==> src/rtl/uart_tx_fifo.sv <==
// uart_tx_fifo: buffered UART transmitter with configurable width, parity, stop bits and baud rate
module uart_tx_fifo #(
  parameter int DATA_BITS = 8,
  parameter int PARITY = 1,
  parameter int STOP_BITS = 1,
  parameter int FIFO_DEPTH = 8,
  parameter int CLK_FREQ = 50000000
) (
  input  logic                         clk,
  input  logic                         reset,
  input  logic [DATA_BITS-1:0]         Tx_DATA,
  input  logic                         Tx_WR,
  input  logic                         Tx_EN,
  input  logic [2:0]                   baud_select,
  output logic                         TxD,
  output logic                         Tx_BUSY,
  output logic                         Tx_FULL,
  output logic [$clog2(FIFO_DEPTH):0]  Tx_COUNT,
  output logic                         Tx_OVERFLOW
);
  localparam int AW = $clog2(FIFO_DEPTH);
  function automatic int div_of(input int k);
    int b, d;
    b = k == 0 ? 300 : k == 1 ? 1200 : k == 2 ? 4800 : k == 3 ? 9600 :
        k == 4 ? 19200 : k == 5 ? 38400 : k == 6 ? 57600 : 115200;
    d = (CLK_FREQ + 8 * b) / (16 * b);
    return d < 1 ? 1 : d;
  endfunction
  localparam int PW = $clog2(16 * div_of(0) + 1);
  typedef enum logic [2:0] {ST_IDLE, ST_START, ST_DATA, ST_PAR, ST_STOP} state_t;
  logic [PW-1:0] per_tab [8];
  for (genvar k = 0; k < 8; k++) begin : g_tab
    assign per_tab[k] = PW'(16 * div_of(k));
  end
  logic [DATA_BITS-1:0] mem [FIFO_DEPTH];
  logic [AW-1:0] wptr, rptr;
  logic [AW:0] count_n;
  state_t state, state_n;
  logic [DATA_BITS-1:0] sh, sh_n;
  logic [PW-1:0] per, per_n, cnt, cnt_n;
  logic [3:0] idx, idx_n;
  logic par, par_n, pop, wr_ok, can_pop, tick, last_data, last_stop, txd_n;
  assign Tx_FULL = Tx_COUNT == (AW+1)'(FIFO_DEPTH);
  assign wr_ok = Tx_WR && !Tx_FULL;
  assign can_pop = Tx_EN && Tx_COUNT != '0;
  assign tick = cnt == per - 1'b1;
  assign last_data = idx == 4'(DATA_BITS - 1);
  assign last_stop = idx == 4'(STOP_BITS - 1);
  assign count_n = Tx_COUNT + (AW+1)'(wr_ok) - (AW+1)'(pop);
  always_comb begin
    state_n = state;
    sh_n = sh;
    per_n = per;
    idx_n = idx;
    pop = 1'b0;
    cnt_n = tick ? '0 : cnt + 1'b1;
    case (state)
      ST_IDLE: cnt_n = '0;
      ST_START: if (tick) state_n = ST_DATA;
      ST_DATA: if (tick) begin
        sh_n = sh >> 1;
        idx_n = last_data ? '0 : idx + 1'b1;
        if (last_data) state_n = PARITY != 0 ? ST_PAR : ST_STOP;
      end
      ST_PAR: if (tick) state_n = ST_STOP;
      ST_STOP: if (tick) begin
        idx_n = last_stop ? '0 : idx + 1'b1;
        if (last_stop) state_n = ST_IDLE;
      end
      default: state_n = ST_IDLE;
    endcase
    // a pop at the end of the last stop bit chains frames with no idle gap
    if (can_pop && (state == ST_IDLE || (state == ST_STOP && tick && last_stop))) begin
      pop = 1'b1;
      sh_n = mem[rptr];
      per_n = per_tab[baud_select];
      cnt_n = '0;
      state_n = ST_START;
    end
    par_n = pop ? (^mem[rptr]) ^ (PARITY == 2) : par;
    txd_n = state_n == ST_START ? 1'b0 : state_n == ST_DATA ? sh_n[0] : state_n == ST_PAR ? par_n : 1'b1;
  end
  always_ff @(posedge clk) begin
    if (reset) begin
      state <= ST_IDLE;
      sh <= '0;
      per <= '0;
      cnt <= '0;
      idx <= '0;
      par <= 1'b0;
      wptr <= '0;
      rptr <= '0;
      Tx_COUNT <= '0;
      TxD <= 1'b1;
      Tx_BUSY <= 1'b0;
      Tx_OVERFLOW <= 1'b0;
    end else begin
      state <= state_n;
      sh <= sh_n;
      per <= per_n;
      cnt <= cnt_n;
      idx <= idx_n;
      par <= par_n;
      wptr <= wptr + AW'(wr_ok);
      rptr <= rptr + AW'(pop);
      Tx_COUNT <= count_n;
      TxD <= txd_n;
      Tx_BUSY <= state_n != ST_IDLE || count_n != '0;
      Tx_OVERFLOW <= Tx_WR && Tx_FULL;
    end
  end
  always_ff @(posedge clk)
    if (wr_ok) mem[wptr] <= Tx_DATA;
endmodule

==> config.mk <==
export PLATFORM = sky130hd
export DESIGN_NAME = uart_tx_fifo
export DESIGN_NICKNAME = d
export VERILOG_FILES = /design/src/rtl/uart_tx_fifo.sv
export SDC_FILE = /design/constraint.sdc
export NUM_CORES = 1
export LEC_CHECK = 0
export CELL_PAD_IN_SITES_DETAIL_PLACEMENT = 0
export CELL_PAD_IN_SITES_GLOBAL_PLACEMENT = 1
export CORE_MARGIN = 2
export CORE_UTILIZATION = 50
export CTS_BUF_LIST = sky130_fd_sc_hd__clkbuf_8 sky130_fd_sc_hd__clkbuf_16
export DETAILED_ROUTE_END_ITERATION = 6
export PLACE_DENSITY_LB_ADDON = 0.2
export SYNTH_ARGS = -nofsm -noshare
export SYNTH_HDL_FRONTEND = slang
export SYNTH_SLANG_ARGS = --single-unit
export TNS_END_PERCENT = 50
==> constraint.sdc <==
create_clock -name clk -period 4.6 [get_ports clk]
set_input_delay 0.92 -clock clk [delete_from_list [all_inputs] [get_ports clk]]
set_output_delay 0.92 -clock clk [all_outputs]
set_load 0.05 [all_outputs]
After elaboration in Yosys (flattened, before gate mapping)
Memories as Yosys holds them, arrays and structs flattened. A register that Yosys moved wholly into a read port is not among the register bits.
Index checks and enable logic that the tools add are counted.
Widths: inputs -> output; s select.
{"block": "classes", "bitwise_logic": 1, "eq_ne": 12, "n_reduce_logical": 21, "add_sub_neg": 7, "muxes": 24}
{"op": "$mux 3", "n": 8}
{"op": "$mux 8", "n": 3}
{"op": "$add 18x1->18 const B", "n": 1}
{"op": "$eq 18x18->1", "n": 1}
{"op": "$sub 18x1->18 const B", "n": 1}
{"op": "$mux 4", "n": 4}
{"op": "$pmux 3 s5", "n": 1}
{"op": "$eq 3x2->1 const B", "n": 4}
{"op": "$pmux 4 s2", "n": 1}
{"op": "$reduce_bool 4->1", "n": 2}
{"op": "$reduce_xor 8->1", "n": 1}
{"op": "$mux 1", "n": 7}
{"op": "$add 3x1->3", "n": 2}
{"op": "$eq 3x1->1 const B", "n": 2}
{"op": "$logic_and 1x1->1", "n": 6}
{"op": "$reduce_bool 2->1", "n": 3}
{"op": "$add 4x1->4", "n": 1}
{"op": "$add 4x1->4 const B", "n": 1}
{"op": "$eq 4x3->1 const B", "n": 1}
{"op": "$eq 4x4->1 const B", "n": 1}
{"op": "$logic_not 4->1", "n": 1}
{"op": "$ne 2x2->1 const B", "n": 2}
{"op": "$not 3->4", "n": 1}
{"op": "$reduce_or 4->1", "n": 1}
{"op": "other kinds (8)", "n": 9}
{"block": "word_totals", "register_bits": 47, "mem_bits_rw": 64, "romBits": 144, "n_memories": 2, "wordCells": 79}
{"memory": "(name not given)", "depth": 8, "width": 18, "rd": 1, "rd_clocked_by_memory_dff": 1, "write_ports": 0, "line": "76", "source": "per_n = per_tab[baud_select];"}
{"memory": "mem", "depth": 8, "width": 8, "rd": 1, "rd_clocked_by_memory_dff": 1, "write_ports": 1, "line": "35", "source": "logic [DATA_BITS-1:0] mem [FIFO_DEPTH];"}

Depth between registers and ports, before layout
Gate-level depths: netlist of run 1.
{"block": "depth", "ltp_word": 11, "ltp_mapped": 20, "mapped_depth_nobuf": 19}

Least setup slack after synthesis of run 1
OpenSTA, ideal clock, no wires.
{"block": "synth_timing", "path_type": "reg-to-reg", "start": "register per[4]", "end": "register Tx_BUSY", "slack_ns": 0.395, "path_stages_with_launch": 21, "required_ns": 4.480, "arrival_ns": 4.086, "cell_sequence": "dfxtp_1 > inv_1 > ha_1 > or3b_2 > nor4_1 > mux2i_1 > a21boi_4 > and4_1 > buf_2 > nor2_2 > inv_2 > ha_1 > inv_1 > ha_1 > inv_1 > fa_1 > xor2_1 > nand4b_1 > a21oi_1 > o211ai_1 > o31a_1"}
{"block": "synth_via", "elab_chain_len": 10, "word_cells_on_any_way": 17, "classes_between": "add/sub: 2; eq/ne: 1; mux: 7; reduce/logical: 7"}
{"item": "start, declared", "line": "40", "source": "logic [PW-1:0] per, per_n, cnt, cnt_n;"}
{"item": "$sub 18x1->18 *", "line": "46", "source": "assign tick = cnt == per - 1'b1;"}
{"item": "$eq 18x18->1 *", "line": "46"}
{"item": "$logic_and 1x1->1 (2 in a row)", "line": "73", "source": "if (can_pop && (state == ST_IDLE || (state == ST_STOP && tick && last_stop))) begin"}
{"item": "$logic_or 1x1->1", "line": "73"}
{"item": "$logic_and 1x1->1", "line": "73"}
{"item": "$mux 1", "line": "73"}
{"item": "$sub 4x1->4", "line": "49", "source": "assign count_n = Tx_COUNT + (AW+1)'(wr_ok) - (AW+1)'(pop);"}
{"item": "$reduce_bool 4->1", "line": "108", "source": "Tx_BUSY <= state_n != ST_IDLE || count_n != '0;"}
{"item": "$logic_or 1x1->1 *", "line": "108"}
{"item": "end signal, assigned", "line": "95", "source": "Tx_BUSY <= 1'b0;"}
{"item": "end signal, assigned", "line": "108"}
{"item": "end, declared", "line": "16", "source": "output logic Tx_BUSY,"}
Mark *: on every way between the ends. The rest lies on a longest branch, timed or not.
A chain may end at the register's enable or synchronous reset.

Worst setup path after layout of run 1
Ends and elaborated chain as after synthesis.

==> run_results.csv, run 1 <==
group,metric,value,unit
drt,vias_per_cell,5.65,
logic_synthesis,synth_cell_types,61,
sta,finalSetupTns,0,ps
drt,firstDrtPassIters,4,
placed_design,place.gp.congestion,0.838,
placed_design,numPortBuffers,22,
run_status,outcome,"complete, no violations",
logic_synthesis,synth.most_common_cell,"edfxtp_1",
final_layout,seqCellArea,3100,sq um
logic_synthesis,synth_flop_cell,"edfxtp_1",
cts,cts_buffers,17,
cts,clk_latency,420,ps
cts,cts_resized,0,
worst_setup_path,crit_arrival,4590,ps
sta,fin_skew,10.2,ps
sta,setup_viol,0,
logic_synthesis,synth_area_per_cell,11.6,sq um
grt,overflow,0,
pwr,power.leakage,2.44,nW
floorplan,dieWidth,113,um
final_layout,nets,575,
grt,grt_pass1_wl,19700,um
placed_design,dp.cells,662,
logic_synthesis,synth-seq-cells,123,
flow_run,drv_cap,0,
final_layout,nFillCells,928,
logic_synthesis,synth_nets,551,
worst_setup_path,setup.worst_path.class,"flop to flop",
grt,grt_util_all_layers,0.203,
worst_setup_path,end_kind,"flop",
sta,slew_headroom,0.360,
cts,post-cts-setup-buffer-count,0,
floorplan,pin_count,23,
floorplan,rows,39,
hold_path,hold_class,"flop to flop",
logic_synthesis,synth_area_leaders,"edfxtp_1 (32%), dfxtp_1 (20%), mux4_2 (6.1%)",
pwr,p_total,3.97,mW
drt,routed-via-count,3919,
logic_synthesis,async_reset_ff_frac,0,
sta,tightest_slew,957,ps
grt,antenna_found_initial,0,
grt,use_met1,0.245,
grt,grt_max_degree,41,
final_layout,multi_input_area,2670,sq um
logic_synthesis,yosys_warnings,0,
final_layout,num_antenna_cells,0,
final_layout,area_growth,15.7,%
floorplan,die_h,113,um
floorplan,initial_core_util,0.516,
sta,hold_ws,445,ps
worst_setup_path,critPathRequiredTime,4900,ps
sta,hold_violations,0,
worst_setup_path,cp_max_fo,8,
cts,clockBufferDepth,2,
sta,fin_crit,4290,ps
cts,cts_hold_buf,0,
final_layout,drive_gt1_frac,0.149,
cts,clkSinkCount,123,
cts,htree_levels,4,
drt,drcViolationCount,0,
drt,avgRoutedWirePerCell,17.4,um
drt,drtIter0Drc,189,
logic_synthesis,synth_cells,514,
pwr,power.density,577,nW/um^2
grt,grt.busiest_layer,"met2",
drt,antenna_left,0,
grt,grt_util_met3,0.0648,
cts,cts_tree,"built",
floorplan,die_area,12800,sq um
sta,fmax,0.233,GHz
worst_setup_path,startpoint_type,"flop",
final_layout,fin_cells,694,
grt,first_global_vias,3872,
logic_synthesis,synth.cell_area,5950,sq um
floorplan,core-area,11500,sq um
sta,period_share,0.933,
pwr,vdd_drop_max,0.369,mV
drt,wl,12100,um
cts,clk_pin_slew,60,ps
final_layout,final_core_util,0.597,
sta,maxSlewViolCount,0,
cts,cts_root_buf,"clkbuf_16",
logic_synthesis,synthTopCellsByCount,"edfxtp_1 (64), dfxtp_1 (59), nor2_1 (49)",
logic_synthesis,synth_edf_count,64,
logic_synthesis,synth_top_area_cell,"edfxtp_1",
logic_synthesis,ys_seq_area_frac,0.522,
sta,grt_setup_unrepaired,"no",
grt,grt_use_met2,0.340,
placed_design,hpwlAfterDp,8460,um
logic_synthesis,yosysTopAreaCellShare,0.323,
==> through the flow <==
step | setup slack [ps] | cell area, sq um
2_1_floorplan | 395 | 5950
3_3_place_gp | 362 | 6310
5_1_grt | 27.9 | 6880
6_report | 307 | 6880
4_1_cts | 188 | 6870
3_5_place_dp | 220 | 6310
==> cell families (layout without fill, tap and decap cells) <==
| kind of cell | Yosys count | after routing | share of synthesized area |
|---|---|---|---|
| DFF | 123 | 123 | 0.522 |
| adders and majority gates | 22 | 22 | 0.0475 |
| muxes | 33 | 33 | 0.0909 |
| AOI/OAI and AO/OA | 77 | 77 | 0.0886 |
| buffers and inverters | 47 | 84 | 0.0318 |
| xor gates and xnor gates | 43 | 43 | 0.0682 |
| and+or+nand+nor | 169 | 169 | 0.151 |
==> worst max-delay path, cell delays in order (launching register included) <==
cell	delay, ps
dfxtp_1	370
inv_1	80
ha_2	230
or3b_2	510
nor4_2	190
mux2i_1	280
a21boi_4	280
and4_1	260
nor2_2	90
inv_2	160
ha_1	250
inv_1	50
ha_1	160
inv_1	50
fa_1	370
xor2_1	210
nand4b_1	120
a21oi_1	130
o211ai_1	100
o31a_1	280
==> registers in the layout (all words and copies together), names as in the netlist <==
name,count
TxD,1
Tx_BUSY,1
Tx_COUNT,4
Tx_OVERFLOW,1
cnt,18
idx,4
mem,64
par,1
per,12
rptr,3
sh,8
state,3
wptr,3
==> layout make-up <==
type,count,share of cell area
Clock inverter,15,0.0204
Tap cell,143,0.0260
Multi-Input combinational cell,344,0.389
Clock buffer,17,0.0618
Timing Repair Buffer,29,0.0396
Sequential cell,123,0.451
Inverter,23,0.0125
==> final timing paths <==
kind	startpoint	to	slack [ps]	depth (start not counted)
worst max-delay path	per[4]$_SDFFE_PP0N_	Tx_BUSY$_SDFF_PP0_	310	19
worst min-delay path	cnt[0]$_SDFF_PP0_	cnt[0]$_SDFF_PP0_	440	1
worst max register to register	per[4]$_SDFFE_PP0N_	Tx_BUSY$_SDFF_PP0_	310	19
worst min register to register	cnt[0]$_SDFF_PP0_	cnt[0]$_SDFF_PP0_	440	1
==> power by group <==
group,leakage (nW),internal [mW],switching (mW),total (mW)
Clock,0.273,0.751,0.501,1.25
Sequential,1.06,1.28,0.132,1.41
Combinational,1.11,0.619,0.689,1.31
==> layout by cell type (no fill, tap or decap), drive strengths merged, types with 10 or more instances in the layout <==
master,n
xor2,22
nor2,50
clkdlybuf4s50,22
mux4,16
clkbuf,17
nand3,18
dfxtp,59
nor3,14
xnor2,19
and3,11
a21oi,26
nand2,25
ha,21
a211oi,11
edfxtp,64
o21ai,10
inv,29
==> per-layer routing <==
layer | part of all wire | up-vias
li1 | - | 1945
met1 | 0.44 | 1907
met2 | 0.51 | 53
met3 | 0.035 | 14
met4 | 0.014 | 0
met5 | 0 | -
(Power assumes the default switching activity.)
==> inputs of run 2 (changes only) <==
--- a/config.mk
+++ b/config.mk
@@ -12,6 +12,7 @@
 export CTS_BUF_LIST = sky130_fd_sc_hd__clkbuf_8 sky130_fd_sc_hd__clkbuf_16
 export DETAILED_ROUTE_END_ITERATION = 6
 export PLACE_DENSITY_LB_ADDON = 0.2
+export RECOVER_POWER = 25
 export SYNTH_ARGS = -nofsm -noshare
 export SYNTH_HDL_FRONTEND = slang
 export SYNTH_SLANG_ARGS = --single-unit
==> run 2 against run 1 <==
  * Design area stayed put
  * Clock skew about the same
  * Worst hold slack unchanged
  * Die area is the same
  * Sequential cell count did not move
  * Clock power hardly changed
  * Fmax did not move
  * Global-route usage unchanged
  * Critical path depth is the same
  * First-iteration DRC count unchanged
  * Critical endpoint unchanged
  * Largest power group unchanged
==> run_results.csv, run 2 (same netlist as run 1, synthesis figures left out) <==
group,metric,value,unit
pwr,clock_power_share,0.315,
drt,wl,12100,um
final_layout,drive_gt1_frac,0.149,
grt,overflow,0,
drt,vias_per_cell,5.64,
pwr,intPower,2.65,mW
sta,finalSetupTns,0,ps
worst_setup_path,crit_start,"per[4]$_SDFFE_PP0N_",
worst_setup_path,r2r_cells,19,
placed_design,numPortBuffers,22,
drt,firstDrtPassIters,4,
worst_setup_path,reg2reg_setup_slack,310,ps
pwr,power.leakage,2.44,nW
floorplan,core-area,11500,sq um
sta,fmax,0.233,GHz
pwr,p_sw_frac,0.333,
final_layout,area_growth,15.7,%
worst_setup_path,r2r_start,"per[4]$_SDFFE_PP0N_",
hold_path,hold_class,"flop to flop",
flow_run,drv_cap,0,
drt,drcViolationCount,0,
cts,clockBufferDepth,2,
sta,fin_skew,10.2,ps
grt,grt_pass1_wl,19700,um
worst_setup_path,end_kind,"flop",
floorplan,die_area,12800,sq um
worst_setup_path,crit_arrival,4590,ps
sta,maxSlewViolCount,0,
drt,drtIter0Drc,189,
pwr,switchingPower,1.32,mW
pwr,vdd_drop_max,0.369,mV
placed_design,place.gp.congestion,0.838,
final_layout,largest-register,"mem",
floorplan,rows,39,
sta,fin_crit,4290,ps
sta,setup_viol,0,
drt,routed-via-count,3917,
pwr,p_comb_frac,0.329,
cts,htree_levels,4,
grt,grt_util_all_layers,0.203,
placed_design,hpwlAfterDp,8460,um
final_layout,nFillCells,928,
worst_setup_path,reg2reg_to,"Tx_BUSY$_SDFF_PP0_",
worst_setup_path,startpoint_type,"flop",
final_layout,largest_reg_flops,64,
worst_setup_path,cp_max_fo,8,
final_layout,num_antenna_cells,0,
sta,hold_ws,445,ps
final_layout,layout_commonest_cell,"edfxtp_1",
worst_setup_path,setup.worst_path.class,"flop to flop",
floorplan,die_h,113,um
grt,grt_max_degree,41,
cts,cts_root_buf,"clkbuf_16",
sta,period_share,0.933,
cts,post-cts-setup-buffer-count,0,
cts,clk_latency,420,ps
sta,tightest_slew,957,ps
pwr,seqPwrFrac,0.356,
floorplan,dieWidth,113,um
floorplan,pin_count,23,
final_layout,final_cell_area,6880,sq um
grt,first_global_vias,3872,
pwr,power.density,577,nW/um^2
sta,grt_setup_unrepaired,"no",
run_status,outcome,"complete, no violations",
final_layout,reg.largest.list,"mem: 64 flops, cnt: 18 flops, per: 12 flops",
placed_design,placed_area,6310,sq um
sta,slew_headroom,0.359,
pwr,p_total,3.97,mW
cts,clkSinkCount,123,
cts,cts_buffers,17,
final_layout,layout.cells.most_common_list,"edfxtp_1 (64), dfxtp_1 (59), nor2_1 (49)",
cts,clk_pin_slew,60,ps
cts,cts_tree,"built",
floorplan,initial_core_util,0.516,
grt,antenna_found_initial,0,
worst_setup_path,cp-endpoint,"Tx_BUSY$_SDFF_PP0_",
drt,antenna_left,0,
worst_setup_path,critPathRequiredTime,4900,ps
drt,avgRoutedWirePerCell,17.4,um
final_layout,nets,575,
sta,hold_violations,0,
[run 2: changes by cell type in the layout (fill, tap and decap cells not counted)]
cell             before  now
dlygate4sd3_1         0    7
clkdlybuf4s50_1      22   15
[run 2: critical path, stage by stage (launching register included)]
cell and delay, ps:
dfxtp_1 370, inv_1 80, ha_2 230, or3b_2 510
nor4_2 190, mux2i_1 280, a21boi_4 280, and4_1 260
nor2_2 90, inv_2 160, ha_1 250, inv_1 50
ha_1 160, inv_1 50, fa_1 370, xor2_1 210
nand4b_1 120, a21oi_1 130, o211ai_1 100, o31a_1 280
[run 2: stage by stage]
step	worst slack [ps]	instances	util
after CTS	188	694	0.597
after global routing	27.9	694	0.597
after detailed placement	220	662	0.548
final	307	694	0.597
after floorplan	395	514	-
after global placement	362	662	0.548
[run 2: how the worst min path moves through the flow]
stage / from / endpoint / slack [ps] / cells after the start
floorplan: cnt[0]$_SDFF_PP0_ / cnt[0]$_SDFF_PP0_ / 410 / 1
global placement: cnt[0]$_SDFF_PP0_ / cnt[0]$_SDFF_PP0_ / 420 / 1
detailed placement: cnt[0]$_SDFF_PP0_ / cnt[0]$_SDFF_PP0_ / 440 / 1
CTS: cnt[0]$_SDFF_PP0_ / cnt[0]$_SDFF_PP0_ / 450 / 1
global route: cnt[0]$_SDFF_PP0_ / cnt[0]$_SDFF_PP0_ / 470 / 1
finish: cnt[0]$_SDFF_PP0_ / cnt[0]$_SDFF_PP0_ / 440 / 1
[run 2: layer usage]
layer	track usage	vias to the layer above	wire length [um]
met1	0.245	1905	5350
met5	0	-	0
met4	0.0789	0	164
li1	-	1945	-
met3	0.0648	14	416
met2	0.340	53	6120
[run 2: layout make-up]
class / instances / area, sq um / area share
sequential: 123 / 3100 / 0.451
multi-input combinational: 344 / 2670 / 0.389
clock buffer: 17 / 425 / 0.0618
timing repair buffer: 29 / 273 / 0.0396
tap: 143 / 179 / 0.0260
clock inverter: 15 / 140 / 0.0204
inverter: 23 / 86.3 / 0.0125
[run 2: power groups by stage]
stage	combinational (mW)	clock, mW	sequential [mW]
final	1.31	1.25	1.41
after global routing	1.43	1.33	1.43
after CTS	1.31	1.28	1.41
after detailed placement	1.30	0	1.43
after global placement	1.29	0	1.43
after floorplan	0.976	0	1.43
[run 2: repair_timing]
item                                    4_1_cts  5_1_grt
resized for setup                             0        2
hold endpoints to repair                      0        0
hold buffers                                  0        0
endpoints found under the setup margin        0        1
==> inputs of run 3 (changes only) <==
--- a/config.mk
+++ b/config.mk
@@ -11,8 +11,10 @@
 export CORE_UTILIZATION = 50
 export CTS_BUF_LIST = sky130_fd_sc_hd__clkbuf_8 sky130_fd_sc_hd__clkbuf_16
 export DETAILED_ROUTE_END_ITERATION = 6
+export HOLD_SLACK_MARGIN = 0.12
 export PLACE_DENSITY_LB_ADDON = 0.2
 export RECOVER_POWER = 25
+export SLEW_MARGIN = 20
 export SYNTH_ARGS = -nofsm -noshare
 export SYNTH_HDL_FRONTEND = slang
 export SYNTH_SLANG_ARGS = --single-unit
==> results of run 3 <==
No change in the layout: final DEF, timing and power equal those of run 2.
